## src/rtl/fb_cmd_pkg.sv

```systemverilog
// fb_cmd_pkg: shared definitions for the framebuffer command sequencer.
//   - opcode constants (OP_NOP, OP_WRITE, OP_FILL)
//   - FSM state enum (FILL_VAL / FILL only when FB_CMD_FILL_EN is defined)
//   - small helpers: opcode validity, CNT decoding, timeout-window states
// Configuration macro: FB_CMD_FILL_EN enables the FILL command.
package fb_cmd_pkg;

  localparam logic [7:0] OP_NOP   = 8'h00;
  localparam logic [7:0] OP_WRITE = 8'h01;
  localparam logic [7:0] OP_FILL  = 8'h02;

  typedef enum logic [2:0] {
    S_IDLE     = 3'd0,
    S_ADDR_H   = 3'd1,
    S_ADDR_L   = 3'd2,
    S_COUNT    = 3'd3,
    S_DATA     = 3'd4,
`ifdef FB_CMD_FILL_EN
    S_FILL_VAL = 3'd5,
    S_FILL     = 3'd6,
`endif
    S_DONE     = 3'd7
  } state_e;

  // Opcodes that start a multi-byte packet.
  function automatic logic is_valid_op(input logic [7:0] op);
`ifdef FB_CMD_FILL_EN
    return (op == OP_WRITE) || (op == OP_FILL);
`else
    return (op == OP_WRITE);
`endif
  endfunction

  // CNT byte to number of writes: zero encodes a full 256.
  function automatic logic [8:0] count_len(input logic [7:0] cnt);
    return (cnt == 8'd0) ? 9'd256 : {1'b0, cnt};
  endfunction

  // States in which the decoder owes us more bytes.
  function automatic logic in_packet(input state_e s);
    case (s)
      S_ADDR_H, S_ADDR_L, S_COUNT, S_DATA: return 1'b1;
`ifdef FB_CMD_FILL_EN
      S_FILL_VAL:                          return 1'b1;
`endif
      default:                             return 1'b0;
    endcase
  endfunction

endpackage

```

## src/rtl/byte_skid.sv

```systemverilog
// byte_skid: one-entry byte buffer in front of the command FSM.
// A strobed byte is offered to the consumer in the same cycle (bypass);
// if the consumer does not take it, it is parked here. A byte arriving
// while the entry is occupied is dropped and flagged.
// Ports:
//   clk, rst      clock, synchronous active-low reset
//   in_flag       byte strobe, in_data valid
//   in_data       incoming byte
//   take          consumer accepts the current head this cycle
//   avail         a byte is offered (parked or bypassed)
//   head          the offered byte
//   full_nxt      occupancy after this edge (for registered busy)
//   ovr           byte dropped this cycle (entry already full)
module byte_skid (
  input  logic       clk,
  input  logic       rst,
  input  logic       in_flag,
  input  logic [7:0] in_data,
  input  logic       take,
  output logic       avail,
  output logic [7:0] head,
  output logic       full_nxt,
  output logic       ovr
);

  logic       full;
  logic [7:0] data;

  assign avail = full | in_flag;
  assign head  = full ? data : in_data;
  assign ovr   = full & in_flag;

  always_comb begin
    full_nxt = full;
    if (full) begin
      if (take) full_nxt = 1'b0;
    end else if (in_flag && !take) begin
      full_nxt = 1'b1;
    end
  end

  always_ff @(posedge clk) begin
    // NOTE: the holding register is reset as well, so head is never X after reset.
    if (!rst) begin
      full <= 1'b0;
      data <= 8'h00;
    end else begin
      full <= full_nxt;
      if (!full && in_flag && !take) data <= in_data;
    end
  end

endmodule

```

## src/rtl/fb_cmd_ctrl.sv

```systemverilog
// fb_cmd_ctrl: parses the decoded COBS byte stream into WRITE / FILL
// commands and issues one framebuffer write per data byte.
// Packet: OP, ADDR_H, ADDR_L, CNT, payload (CNT=0 means 256).
// Configuration macro: FB_CMD_FILL_EN compiles in the FILL command;
// without it 0x02 is an unknown opcode.
// Ports:
//   clk, rst            clock, synchronous active-low reset
//   in_flag, in_data    decoded byte strobe and byte
//   busy                decoder must not strobe while high
//   mem_we/addr/wdata   write request, held until mem_ready
//   mem_ready           write accepted when mem_we & mem_ready
//   pkt_done            one-cycle pulse after the last write of a packet
//   err_op/ovr/tmo      sticky: unknown opcode, skid overrun, timeout
module fb_cmd_ctrl
  import fb_cmd_pkg::*;
#(
  parameter int AW      = 16,
  parameter int TIMEOUT = 270000
) (
  input  logic          clk,
  input  logic          rst,
  input  logic          in_flag,
  input  logic [7:0]    in_data,
  output logic          busy,
  output logic          mem_we,
  output logic [AW-1:0] mem_addr,
  output logic [7:0]    mem_wdata,
  input  logic          mem_ready,
  output logic          pkt_done,
  output logic          err_op,
  output logic          err_ovr,
  output logic          err_tmo
);

  localparam int TW = $clog2(TIMEOUT + 1);

  state_e        state, state_d;
  logic [7:0]    addr_h, addr_h_d;
  logic [AW-1:0] addr_d;
  logic [8:0]    rem, rem_d;
  logic [7:0]    wdata_d;
  logic          we_d;
  logic [TW-1:0] tmo_cnt, tmo_d;
  logic          err_op_d, err_ovr_d, err_tmo_d;
  logic          busy_d, pkt_done_d, stall_state;
  logic          take, avail, full_nxt, ovr;
  logic [7:0]    head;
  logic          accept, slot_free;
`ifdef FB_CMD_FILL_EN
  logic          is_fill, is_fill_d;
`endif

  byte_skid u_skid (
    .clk      (clk),
    .rst      (rst),
    .in_flag  (in_flag),
    .in_data  (in_data),
    .take     (take),
    .avail    (avail),
    .head     (head),
    .full_nxt (full_nxt),
    .ovr      (ovr)
  );

  assign accept    = mem_we & mem_ready;
  // A new write may be loaded when nothing is pending or the pending one retires now.
  assign slot_free = ~mem_we | mem_ready;

  always_comb begin
    // NOTE: every next value is defaulted first, so no branch can infer a latch.
    state_d   = state;
    addr_h_d  = addr_h;
    addr_d    = mem_addr;
    rem_d     = rem;
    wdata_d   = mem_wdata;
    we_d      = mem_we;
    tmo_d     = tmo_cnt;
    err_op_d  = err_op;
    err_ovr_d = err_ovr | ovr;
    err_tmo_d = err_tmo;
    take      = 1'b0;
`ifdef FB_CMD_FILL_EN
    is_fill_d = is_fill;
`endif

    // Handshake retirement is independent of state, so a write left pending
    // by a timeout abort still completes.
    if (accept) begin
      we_d   = 1'b0;
      addr_d = mem_addr + AW'(1);
    end

    case (state)
      S_IDLE: begin
        if (avail && !mem_we) begin
          take = 1'b1;
          if (is_valid_op(head)) begin
            state_d = S_ADDR_H;
`ifdef FB_CMD_FILL_EN
            is_fill_d = (head == OP_FILL);
`endif
          end else if (head != OP_NOP) begin
            err_op_d = 1'b1;
          end
        end
      end
      S_ADDR_H: begin
        if (avail && !mem_we) begin
          take     = 1'b1;
          addr_h_d = head;
          state_d  = S_ADDR_L;
        end
      end
      S_ADDR_L: begin
        if (avail && !mem_we) begin
          take    = 1'b1;
          addr_d  = AW'({addr_h, head});
          state_d = S_COUNT;
        end
      end
      S_COUNT: begin
        if (avail && !mem_we) begin
          take  = 1'b1;
          rem_d = count_len(head);
`ifdef FB_CMD_FILL_EN
          state_d = is_fill ? S_FILL_VAL : S_DATA;
`else
          state_d = S_DATA;
`endif
        end
      end
      S_DATA: begin
        // rem counts writes not yet issued; rem==0 means wait for the last handshake.
        if (rem != 9'd0) begin
          if (avail && slot_free) begin
            take    = 1'b1;
            we_d    = 1'b1;
            wdata_d = head;
            rem_d   = rem - 9'd1;
          end
        end else if (accept) begin
          state_d = S_DONE;
        end
      end
`ifdef FB_CMD_FILL_EN
      S_FILL_VAL: begin
        if (avail && !mem_we) begin
          take    = 1'b1;
          wdata_d = head;
          state_d = S_FILL;
        end
      end
      S_FILL: begin
        if (rem != 9'd0) begin
          if (slot_free) begin
            we_d  = 1'b1;
            rem_d = rem - 9'd1;
          end
        end else if (accept) begin
          state_d = S_DONE;
        end
      end
`endif
      S_DONE:  state_d = S_IDLE;
      default: state_d = S_IDLE;
    endcase

    // Inter-byte timeout: a strobe always clears it, a pending write freezes it.
    if (!in_packet(state) || in_flag) begin
      tmo_d = '0;
    end else if (!mem_we) begin
      if (tmo_cnt == TW'(TIMEOUT - 1)) begin
        tmo_d     = '0;
        err_tmo_d = 1'b1;
        state_d   = S_IDLE;
      end else begin
        tmo_d = tmo_cnt + TW'(1);
      end
    end

    stall_state = (state_d == S_DONE);
`ifdef FB_CMD_FILL_EN
    if (state_d == S_FILL) stall_state = 1'b1;
`endif
    busy_d     = full_nxt | we_d | stall_state;
    pkt_done_d = (state_d == S_DONE);
  end

  always_ff @(posedge clk) begin
    if (!rst) begin
      state     <= S_IDLE;
      addr_h    <= 8'h00;
      mem_addr  <= '0;
      rem       <= 9'd0;
      mem_wdata <= 8'h00;
      mem_we    <= 1'b0;
      tmo_cnt   <= '0;
      err_op    <= 1'b0;
      err_ovr   <= 1'b0;
      err_tmo   <= 1'b0;
      busy      <= 1'b0;
      pkt_done  <= 1'b0;
`ifdef FB_CMD_FILL_EN
      is_fill   <= 1'b0;
`endif
    end else begin
      // NOTE: non-blocking assignments so every register samples the pre-edge values.
      state     <= state_d;
      addr_h    <= addr_h_d;
      mem_addr  <= addr_d;
      rem       <= rem_d;
      mem_wdata <= wdata_d;
      mem_we    <= we_d;
      tmo_cnt   <= tmo_d;
      err_op    <= err_op_d;
      err_ovr   <= err_ovr_d;
      err_tmo   <= err_tmo_d;
      busy      <= busy_d;
      pkt_done  <= pkt_done_d;
`ifdef FB_CMD_FILL_EN
      is_fill   <= is_fill_d;
`endif
    end
  end

endmodule

```

## config.mk

```make
export PLATFORM = sky130hd
export DESIGN_NAME = fb_cmd_ctrl
export DESIGN_NICKNAME = d
export VERILOG_FILES = /design/src/rtl/fb_cmd_pkg.sv /design/src/rtl/byte_skid.sv /design/src/rtl/fb_cmd_ctrl.sv
export SDC_FILE = /design/constraint.sdc
export NUM_CORES = 1
export LEC_CHECK = 0
export ABC_AREA = 1
export CORE_MARGIN = 1
export CORE_UTILIZATION = 25
export CTS_BUF_LIST = sky130_fd_sc_hd__clkbuf_2 sky130_fd_sc_hd__clkbuf_4 sky130_fd_sc_hd__clkbuf_8
export CTS_CLUSTER_SIZE = 25
export DETAILED_ROUTE_END_ITERATION = 8
export GPL_ROUTABILITY_DRIVEN = 0
export PLACE_DENSITY = 0.44
export SKIP_LAST_GASP = 1
export SLEW_MARGIN = 20
export SYNTH_ARGS = -nofsm -noshare
export SYNTH_HDL_FRONTEND = slang
export SYNTH_SLANG_ARGS = --single-unit
```

## constraint.sdc

```tcl
create_clock -name clk -period 2 [get_ports clk]
set_input_delay 0.3 -clock clk [delete_from_list [all_inputs] [get_ports clk]]
set_output_delay 0.3 -clock clk [all_outputs]
set_load 0.1 [all_outputs]
```

==> results.cfg, run 1 <==
[status]
outcome = complete, no violations

[global_route]
grt_max_degree = 29
grt_use_total = 0.137
first_global_vias = 3724
overflow = 0
grt_pass1_wl_um = 18800
antenna_found_initial = 0

[logic_synthesis]
synth_seq_cells = 78
synth_edf_count = 0
netlist_instances = 647
syn_area_per_cell_um2 = 6.47
yosys.area_share.adder = 0.0120
yosysSeqAreaShare = 0.373
synthSimpleGateAreaFrac = 0.358
synthDistinctLibCells = 36
synth_flop_cell = dfxtp_1
synth_compound_area_frac = 0.117
synth_top_family_by_area = simple AND/OR/NAND/NOR gates
ys_warn_count = 0
synthArstFlopShare = 0
syn_area_um2 = 4190
synthMuxAreaShare = 0
synth-xor-area-share = 0.0272
synthesis.nets = 663

[clock_network]
cts_made_buffers = 9
cts_buffer_depth = 2
worstSkewPairLatency_ps = 370
htree_levels = 3
post-cts-setup-buffers = 0
cts.sinks = 78
cts_root_buffer = clkbuf_8
clk_pin_slew_worst_paths_ps = 80
post_cts_resized = 0
cts_tree = done
postCtsHoldBufs = 0

[timing]
rsz0062_at_grt = no
whs_ps = 462
finalSetupViolations = 0
fin_worst_skew_ps = 11.1
final_max_slew_viol_count = 0
tightestPinTransition_ps = 376
fin_crit_sh = 0.867
fmax_ghz = 0.577
hold_viol = 0
period_needed_ps = 1730
tns_ps = 0
slew_headroom = 0.748

[route]
detail_route.wl_per_cell_um = 12.4
route.met3.wl_um = 410
ant_nets = 0
postRouteWirelength_um = 11500
drc = 0
via_per_inst = 4.43
num_vias = 4115
dr_wl_met2_um = 4940
drt_iter0_drc = 262
drt-met1-wl_um = 5960
first_pass_iters = 4
highest_layer = met4

[power]
finalPower_mw = 3.07
power_density_nw_per_um2 = 599
ir_worst_vdd_mv = 0.239
p_leak_nw = 2.22

[setup_path]
crit_buf_inv = 1
path_delay_family = simple AND/OR/NAND/NOR gates
cp-start-kind = register
critical_path_class = reg2reg
crit_slowest_cell = dfxtp_1
crit_chain = ha_1, nand3_1, nor3_2, nand2_1, nor2_1, nand3_1, nand2_1, inv_1, nor2_1
cp_max_fo = 4
max_stage_delay_ps = 370
required_ps = 2320
arrival_ps = 2050
endpoint_kind = register

[finish]
stdcell_area_um2 = 5120
drive_gt1_frac = 0.153
final_core_util = 0.318
areaGrowthSynthToFinish_pct = 22.4
diodes = 0
nNetsFinal = 724

[worst_hold_path]
worstHoldPathType = reg2reg

[placement]
place_area_um2 = 4920
dp_hpwl_um = 8680
portBuffers = 41

[run]
max_cap_violations = 0

[die]
die_y_um = 131
io_pins = 42
core_um2 = 16100
num_rows = 46
die_x_um = 131
start_util = 0.260
dieArea_um2 = 17300
## cell usage after synthesis (2+ instances only)
library cell | n | share of area
xor2_1 | 12 | 0.025
a211oi_1 | 2 | 0.0036
inv_2 | 13 | 0.012
buf_6 | 2 | 0.0054
nand2_1 | 163 | 0.15
ha_1 | 4 | 0.012
buf_2 | 7 | 0.0084
o21ai_0 | 24 | 0.029
nand3_1 | 56 | 0.067
nand2_2 | 2 | 0.0030
nor3_2 | 5 | 0.012
clkbuf_1 | 6 | 0.0054
dfxtp_1 | 78 | 0.37
nor2_1 | 82 | 0.074
inv_1 | 88 | 0.079
nor3_1 | 14 | 0.017
nand4_1 | 8 | 0.012
nand3_2 | 3 | 0.0072
nor2_4 | 2 | 0.0054
o21ai_1 | 11 | 0.013
a21oi_2 | 2 | 0.0042
nor2_2 | 4 | 0.0060
a21oi_1 | 46 | 0.055
## per-layer routing
| layer | vias up | global-route usage |
|---|---|---|
| li1 | 2160 | - |
| met1 | 1857 | 0.190 |
| met2 | 83 | 0.209 |
| met3 | 15 | 0.0231 |
| met4 | 0 | 0.0601 |
| met5 | - | 0 |
## power by group
group	internal [mW]	switching, mW
clock network	0.653	0.604
logic	0.0810	0.163
registers	1.56	0.00634
## worst reg2reg max path: cells and delay by family (launching register included)
kind	cells	cell delay, ps
AND/OR/NAND/NOR	7	1060
flip-flops	1	370
buffers and inverters	1	30
adder cells (fa/ha/maj)	1	220
## kinds of logic (layout without fill, tap and decap cells)
kind of cell             Yosys count  count (layout)
flip-flops                        78              78
buffers and inverters            118             183
adder cells (fa/ha/maj)            4               4
XOR/XNOR                          13              13
AND/OR/NAND/NOR                  344             344
AO/OA/AOI/OAI                     90              90
## final timing paths
kind | start | to | slack (ps) | cells after the start
worst max-delay path | tmo_cnt[0] | tmo_cnt[14] | 270 | 9
worst min-delay path | addr_h[2] | addr_h[2] | 460 | 2
worst max register to register | tmo_cnt[0] | tmo_cnt[14] | 270 | 9
worst min register to register | addr_h[2] | addr_h[2] | 460 | 2
## state kept, by name, summed over array words and instances, names as in the netlist
| name | flops |
|---|---|
| err_op | 1 |
| pkt_done | 1 |
| err_tmo | 1 |
| rem | 9 |
| tmo_cnt | 19 |
| addr_h | 8 |
| mem_wdata | 8 |
| mem_we | 1 |
| busy | 1 |
| u_skid.data | 8 |
| u_skid.full | 1 |
| state | 3 |
| err_ovr | 1 |
| mem_addr | 16 |
## layout by cell type (no fill, tap or decap), drive strengths merged, types with 3 or more instances in the layout
master / instances
a21oi: 49
buf: 55
clkbuf: 12
clkdlybuf4s50: 11
clkinv: 3
dfxtp: 78
ha: 4
inv: 101
nand2: 166
nand3: 59
nand4: 8
nor2: 88
nor3: 19
o21ai: 35
xor2: 12
## stage by stage
stage	std cells	setup slack, ps
final	928	266
after global routing	928	62.7
after CTS	928	275
after detailed placement	913	99.7
after global placement	913	113
after floorplan	647	-23.5
## area by class of cell
| class | count | area [µm²] |
|---|---|---|
| multi-input cells | 451 | 2150 |
| flip-flops and latches | 78 | 1570 |
| inverters | 102 | 383 |
| clock buffers | 12 | 159 |
| clock inverters | 3 | 43.8 |
| fillers | 1826 | 11000 |
| repair buffers | 66 | 548 |
| well taps | 216 | 270 |
(Power assumes the default switching activity.)
==> inputs of run 2 (changes only) <==
--- a/config.mk
+++ b/config.mk
@@ -18,3 +18,4 @@
 export SYNTH_ARGS = -nofsm -noshare
 export SYNTH_HDL_FRONTEND = slang
 export SYNTH_SLANG_ARGS = --single-unit
+export TNS_END_PERCENT = 5
==> results of run 2 <==
The final DEF is identical to that of run 1; final timing and power are the same.
